<file path="src/rtl/multi_mult_add.sv">
// multi_mult_add: N-term signed multiply-add with accumulator,
// round-half-up output shift and saturation, fixed latency 4+clog2(N).
module multi_mult_add #(
  parameter int N   = 2,
  parameter int NBA = 25,
  parameter int NBB = 18,
  parameter int NBP = 48,
  parameter int S   = 0,
  parameter int NG  = 8
) (
  input  logic             clock,
  input  logic             reset_n,
  input  logic             ce,
  input  logic             in_valid,
  input  logic             acc,
  input  logic [N-1:0]     sub,
  input  logic [N*NBA-1:0] a,
  input  logic [N*NBB-1:0] b,
  output logic [NBP-1:0]   p,
  output logic             out_valid,
  output logic             sat
);

  localparam int WP = NBA + NBB;
  localparam int T  = (N > 1) ? $clog2(N) : 0;
  localparam int WA = WP + T + NG;
  localparam int WR = WA + 1;
  localparam int WX = ((WR > NBP) ? WR : NBP) + 1;
  localparam int SH = (S > 0) ? S - 1 : 0;

  localparam logic signed [WR-1:0] RND =
    (S > 0) ? (WR'(1) <<< SH) : WR'(0);
  localparam logic signed [WX-1:0] PMAX =
    (WX'(1) <<< (NBP - 1)) - WX'(1);
  localparam logic signed [WX-1:0] PMIN =
    -PMAX - WX'(1);

  // number of live nodes at tree level l
  function automatic int cnt(input int l);
    return (N + (1 << l) - 1) >> l;
  endfunction

  logic             v1_q, v1_d;
  logic             acc1_q, acc1_d;
  logic [N-1:0]     sub1_q, sub1_d;
  logic [N*NBA-1:0] a1_q, a1_d;
  logic [N*NBB-1:0] b1_q, b1_d;

  logic signed [WA-1:0] lvl_q [0:T][0:N-1];
  logic signed [WA-1:0] lvl_d [0:T][0:N-1];
  logic [T:0]           vld_q, vld_d;
  logic [T:0]           accp_q, accp_d;

  logic                 av_q, av_d;
  logic signed [WA-1:0] acc_reg_q, acc_reg_d;

  logic                 ov_q, ov_d;
  logic [NBP-1:0]       p_q, p_d;
  logic                 sat_q, sat_d;

  logic signed [WR-1:0] rnd;
  logic signed [WR-1:0] shf;
  logic signed [WX-1:0] ext;

  // stage 1: capture the input beat
  always_comb begin
    v1_d   = in_valid;
    acc1_d = acc;
    sub1_d = sub;
    a1_d   = a;
    b1_d   = b;
  end

  // stage 2 products and adder tree levels
  always_comb begin
    logic signed [WA-1:0] ea;
    logic signed [WA-1:0] eb;
    logic signed [WA-1:0] pr;
    int                   hi;
    lvl_d  = '{default: '0};
    vld_d  = '0;
    accp_d = '0;
    vld_d[0]  = v1_q;
    accp_d[0] = acc1_q;
    for (int k = 0; k < N; k++) begin
      ea = $signed(a1_q[k*NBA +: NBA]);
      eb = $signed(b1_q[k*NBB +: NBB]);
      pr = ea * eb;
      lvl_d[0][k] = sub1_q[k] ? -pr : pr;
    end
    for (int l = 1; l <= T; l++) begin
      vld_d[l]  = vld_q[l-1];
      accp_d[l] = accp_q[l-1];
      for (int j = 0; j < N; j++) begin
        hi = (2*j + 1 < N) ? 2*j + 1 : N - 1;
        if (j < cnt(l)) begin
          if (2*j + 1 < cnt(l - 1))
            lvl_d[l][j] = lvl_q[l-1][2*j]
                        + lvl_q[l-1][hi];
          else
            lvl_d[l][j] = lvl_q[l-1][2*j];
        end
      end
    end
  end

  // accumulator: load or add the tree sum on valid beats
  always_comb begin
    av_d      = vld_q[T];
    acc_reg_d = acc_reg_q;
    if (vld_q[T])
      acc_reg_d = (accp_q[T] ? acc_reg_q : '0)
                + lvl_q[T][0];
  end

  // output: round half up, shift, saturate
  always_comb begin
    rnd   = acc_reg_q;
    rnd   = rnd + RND;
    shf   = rnd >>> S;
    ext   = shf;
    ov_d  = av_q;
    p_d   = p_q;
    sat_d = sat_q;
    if (av_q) begin
      if (ext > PMAX) begin
        p_d   = PMAX[NBP-1:0];
        sat_d = 1'b1;
      end else if (ext < PMIN) begin
        p_d   = PMIN[NBP-1:0];
        sat_d = 1'b1;
      end else begin
        p_d   = ext[NBP-1:0];
        sat_d = 1'b0;
      end
    end
  end

  // all pipeline state advances only when ce is high
  always_ff @(posedge clock or negedge reset_n) begin
    if (!reset_n) begin
      v1_q      <= 1'b0;
      acc1_q    <= 1'b0;
      sub1_q    <= '0;
      a1_q      <= '0;
      b1_q      <= '0;
      lvl_q     <= '{default: '0};
      vld_q     <= '0;
      accp_q    <= '0;
      av_q      <= 1'b0;
      acc_reg_q <= '0;
      ov_q      <= 1'b0;
      p_q       <= '0;
      sat_q     <= 1'b0;
    end else if (ce) begin
      v1_q      <= v1_d;
      acc1_q    <= acc1_d;
      sub1_q    <= sub1_d;
      a1_q      <= a1_d;
      b1_q      <= b1_d;
      lvl_q     <= lvl_d;
      vld_q     <= vld_d;
      accp_q    <= accp_d;
      av_q      <= av_d;
      acc_reg_q <= acc_reg_d;
      ov_q      <= ov_d;
      p_q       <= p_d;
      sat_q     <= sat_d;
    end
  end

  assign p         = p_q;
  assign out_valid = ov_q;
  assign sat       = sat_q;

endmodule

</file>
<file path="config.mk">
export PLATFORM = sky130hd
export DESIGN_NAME = multi_mult_add
export DESIGN_NICKNAME = d
export VERILOG_FILES = /design/src/rtl/multi_mult_add.sv
export SDC_FILE = /design/constraint.sdc
export NUM_CORES = 2
export LEC_CHECK = 0
export BUFFER_PORTS_ARGS = -buffer_cell sky130_fd_sc_hd__buf_2
export CORE_ASPECT_RATIO = 1.5
export CORE_MARGIN = 2
export CORE_UTILIZATION = 45
export CTS_CLUSTER_DIAMETER = 40
export CTS_CLUSTER_SIZE = 16
export DETAILED_ROUTE_END_ITERATION = 10
export HOLD_SLACK_MARGIN = 0.08
export PLACE_DENSITY = 0.64
export SLEW_MARGIN = 20
export SYNTH_ARGS = -nofsm -noshare
export SYNTH_HDL_FRONTEND = slang
export SYNTH_SLANG_ARGS = --single-unit
</file>
<file path="constraint.sdc">
create_clock -name clock -period 8.3 [get_ports clock]
set_input_delay 0.415 -clock clock [delete_from_list [all_inputs] [get_ports clock]]
set_output_delay 0.415 -clock clock [all_outputs]
set_load 0.005 [all_outputs]
</file>
# Word level (Yosys, flattened, before mapping)
# Cells that the tools add are included.
[word_totals]
latch_bits = 0
out_inout_bits = 50
ram_bits = 0
reg_bits = 353
mem_count = 0
elab_cells = 32
rom_bits = 0
[op_classes]
reduce_logical = 2
add_sub_neg = 4
n_mux = 7
n_bitwise = 0
shifts = 0
n_div = 0
n_eq_ne = 0
multipliers = 2
n_lt_le_gt_ge = 2
[op_table]
columns = ["cell", "n"]
rows = [
  ["52-bit two-way mux", 3],
  ["52-bit adder", 2],
  ["43-bit negator with 52-bit output", 2],
  ["48-bit two-way mux", 2],
  ["25-bit by 18-bit multiplier with 43-bit output", 2],
  ["52-bit by 48-bit > comparator with 1-bit output, second input constant", 1],
  ["52-bit by 48-bit < comparator with 1-bit output, second input constant", 1],
  ["2-bit AND reduction", 2],
  ["1-bit two-way mux", 2],
]

# Logic depth before layout (Yosys ltp)
[logic_depth]
depth_word = 3
ltp_mapped = 30

# Worst setup path before layout
# No wires, ideal clock.
[synth_path]
path_kind = "register to register"
from = "reg a1_q[14]"
to = "reg lvl_q[197] (netlist name)"
required_time_ns = 8.175
stages_incl_launch_ff = 29
arrival_ns = 7.444
setup_time_ns = 0.125
path_buffers = 3
path_slack_ns = 0.731
period_less_slack_ns = 7.569
cell_sequence = "dfrtp_1 > clkbuf_1 > clkbuf_1 > nand2_1 > fa_1 > inv_1 > fa_1 > inv_1 > fa_1 > inv_1 > fa_1 > fa_1 > inv_1 > fa_1 > inv_1 > ha_1 > clkbuf_1 > and3_1 > a221o_1 > a21o_1 > a31oi_1 > xnor2_1 > or4_1 > o41a_1 > nor3b_2 > nand2_1 > o41ai_2 > xnor2_1 > mux2_2"
[synth_between]
elab_chain_len = 3
[synth_rtl]
columns = ["element", "line", "text"]
rows = [
  ["start: declaration", "46", "logic [N*NBA-1:0] a1_q, a1_d;"],
  ["start signal: assignment", "145", "a1_q <= '0;"],
  ["start signal: assignment", "159", "a1_q <= a1_d;"],
  ["25-bit by 18-bit multiplier with 43-bit output *", "88", "pr = ea * eb;"],
  ["43-bit negator with 52-bit output", "89", "lvl_d[0][k] = sub1_q[k] ? -pr : pr;"],
  ["52-bit two-way mux *", "89", ""],
  ["end signal: assignment", "161", "lvl_q <= lvl_d;"],
  ["end: declaration", "49", "logic signed [WA-1:0] lvl_q [0:T][0:N-1];"],
]
# Mark *: on every way between the ends. The rest lies on a longest branch, timed or not.
# A chain may end at the register's enable or synchronous reset.

# Final worst setup path
[layout_path]
from = "reg a1_q[36]"
to = "reg lvl_q[149] (netlist name)"
# The elaborated chain is that of the path after synthesis.

==> out/metrics.yaml <==
ioPinCount: 143
n_antenna_cell: 0
drc: 0
grt_pass1_vias: 43720
synth-seq-area-share_pct: 16.69
io_buffers: 142
start_util_pct: 45.17
wirelength_mm: 139.4
cp-startpoint: "a1_q[36]"
worstSetupPathDepth: 22
hp-class: "primary input to register"
rr_endpoint: "lvl_q[149]"
clockRootBuffer: "clkbuf_16"
synthTopCellsByArea: "fa_1 (33%), dfrtp_1 (17%), ha_1 (7.5%), inv_1 (7.5%), nand2_1 (5.9%)"
syn-num-nets: 7185
async_flop_share_pct: 100.0
hold_depth: 2
yosys.area.top_type: "fa_1"
clock-sinks: 353
critPathRequiredTime_ps: 8830
dp_hpwl_mm: 115.3
crit_fanout: 14
fin_crit_sh_pct: 95.59
multiInputGateArea_um2: 39040
critPathKind: "register to register"
critPathSlowestCell: "a2111oi_1"
worst_setup_path_start_kind: "register"
status: "finished, final reports clean"
path_buf_inv: 4
fmax_mhz: 126.0
grt_overflow: 0
clkTransAtPathRegs_ps: 70
grtUsageTotal_pct: 23.87
setup_ws_ps: 365.7
antenna_found_initial: 3
die_x_um: 284.0
drt-vias-per-instance: 5.258
worstMarginPinSlew_ps: 952.4
dieArea_um2: 120400
synth_most_common_cell: "inv_1"
drtPass1Iterations: 7
drt_iter0_drc: 2233
fin_crit_ps: 7934
yosys_warnings: 0
final_util_pct: 50.02
ys.flop_type: "dfrtp_1"
drv_slew: 0
cap_violations: 0
critPathTopFamily: "adder cells"
crit_top_cell: "fa_1"
cts_buffers: 58
cts_tree: "yes"
synth_top_area_share_pct: 33.44
grt_pass1_wl_mm: 229.6
worst_setup_path_end_kind: "register"
layout-drive-gt1-share_pct: 9.776
cts_buffer_depth: 3
final-seq-area_um2: 8862
fin_nets: 7314
avgSynthCellArea_um2: 8.984
relSlewSlack_pct: 36.50
rows: 154
ant_nets: 0
dp_slack_ps: 181.8
crit_path_max_incr_delay_ps: 770
reg2reg_from: "a1_q[36]"
die_h_um: 424.0
fp.coreArea_um2: 117200
ys_top_cells_by_count: "inv_1 (1060), fa_1 (884), nand2_1 (830)"
gp_congestion: 0.9083
worstSkewPairLatency_ps: 690
reg2reg_depth: 22
fillers: 11180
critical_path.endpoint: "lvl_q[149]"
skew_ps: 46.02
finalHoldViolCount: 0
syn_inst: 5890
grt_start_max_net_pins: 105
htree_levels: 2
synth_seq_cells: 353
crit_path_cell_trace: "nand2_1 -> fa_1 -> fa_1 -> fa_1 -> inv_1 -> fa_1 -> fa_1 -> inv_1 -> fa_1 -> inv_1 -> ha_1 -> and3_1 -> nand3_1 -> a2111oi_1 -> nor3_2 -> or3_1 -> a21boi_0 -> o311ai_1 -> or4b_1 -> o2111ai_1 -> buf_4 -> nand3_1"
synth.cell_area_um2: 52920
reg2reg_slack_ps: 370
num_vias: 40100
arrival_ps: 8460
synth.distinct_cells: 85
avgRoutedWirePerCell_um: 18.28
setup_viol: 0
syn2layout_area_growth_pct: 10.74
synth_edf_count: 0
## worst register-to-register path, cell delays in order, from the launching register on
cell and delay (ps):
dfrtp_1 700, nand2_1 170, fa_1 540, fa_1 510, fa_1 580, inv_1 90
fa_1 490, fa_1 490, inv_1 50, fa_1 470, inv_1 40, ha_1 370
and3_1 170, nand3_1 220, a2111oi_1 770, nor3_2 200, or3_1 380, a21boi_0 180
o311ai_1 210, or4b_1 630, o2111ai_1 240, buf_4 190, nand3_1 100
## what timing repair did
action	4_1_cts	5_1_grt
hold endpoints to repair	159	0
buffers inserted	0	1
setup endpoints to repair	0	31
gates resized for setup	0	33
hold buffers	91	0
## registers in the layout, indices dropped and copies added (netlist names)
register and count:
lvl_q 156, acc_reg_q 52, a1_q 50, p 48, b1_q 36, accp_q 2
sub1_q 2, vld_q 2, acc1_q 1, av_q 1, out_valid 1, sat 1
v1_q 1
## layer usage
layer,track usage (%),part of all wire (%),vias to the layer above
met2,45.06,53,894
met4,11.22,5.4,2
li1,-,-,18660
met5,0,0.0093,-
met1,27.07,38,20210
met3,1.957,3.4,325
## cell type report
cell class / count / area share (%)
inverters: 1061 / 6.796
flip-flops and latches: 353 / 15.12
well taps: 1560 / 3.331
clock inverters: 46 / 1.149
clock buffers: 61 / 2.496
multi-input cells: 4183 / 66.63
repair buffers: 362 / 4.475
## metrics by stage
stage | std cells | hold slack (ps) | cell area, um2 | TNS [ps]
final | 7626 | 255.1 | 58600 | 0
after global routing | 7626 | 304.9 | 58600 | -32.08
after CTS | 7625 | 233.2 | 58530 | 0
after detailed placement | 7427 | 450.4 | 55480 | 0
after global placement | 7427 | 444.1 | 55480 | 0
after floorplan | 5890 | 119.4 | 52920 | 0
## cells by family after synthesis
| logic type | after synthesis | synth area share, % |
|---|---|---|
| simple gates | 1734 | 15.52 |
| compound gates | 861 | 10.14 |
| buf+inv | 1354 | 9.607 |
| mux | 148 | 3.140 |
| flops | 353 | 16.69 |
| fa+ha+maj | 1202 | 40.96 |
| xor+xnor | 238 | 3.939 |
## worst min-delay path by stage
stage	from	end	slack, ps
3_3_place_gp	p[5]	p[5]	440
3_5_place_dp	p[6]	p[6]	450
4_1_cts	ce	lvl_q[183]	230
5_1_grt	ce	lvl_q[72]	300
2_1_floorplan	reset_n	a1_q[0]	120
6_report	ce	out_valid	260
## cell usage in the layout, fill, tap and decap left out, types with 10 or more instances in the layout
cell,count
a211oi_1,24
clkinv_8,10
o31ai_1,22
fa_1,883
o2111ai_1,10
o211ai_1,13
o21bai_1,27
nand3_1,49
and3_1,18
a21oi_1,246
mux2_2,144
a21o_1,101
dlygate4sd3_1,91
a211o_1,12
nand4_1,29
o21a_1,19
or2_2,12
inv_6,10
ha_1,318
dfrtp_2,23
buf_2,140
xor2_1,100
nor4_1,10
nand2_1,828
inv_1,1060
nor2b_1,22
dfrtp_1,330
nand2b_1,34
or4_1,10
a31oi_1,23
clkbuf_16,58
buf_4,128
xnor2_1,137
o21ai_0,258
and2_1,396
or3_1,27
nor3_1,42
nor2_1,219
Power is not shown: default switching activity piles up to over one toggle a cycle in this logic, so the estimate is an artifact.
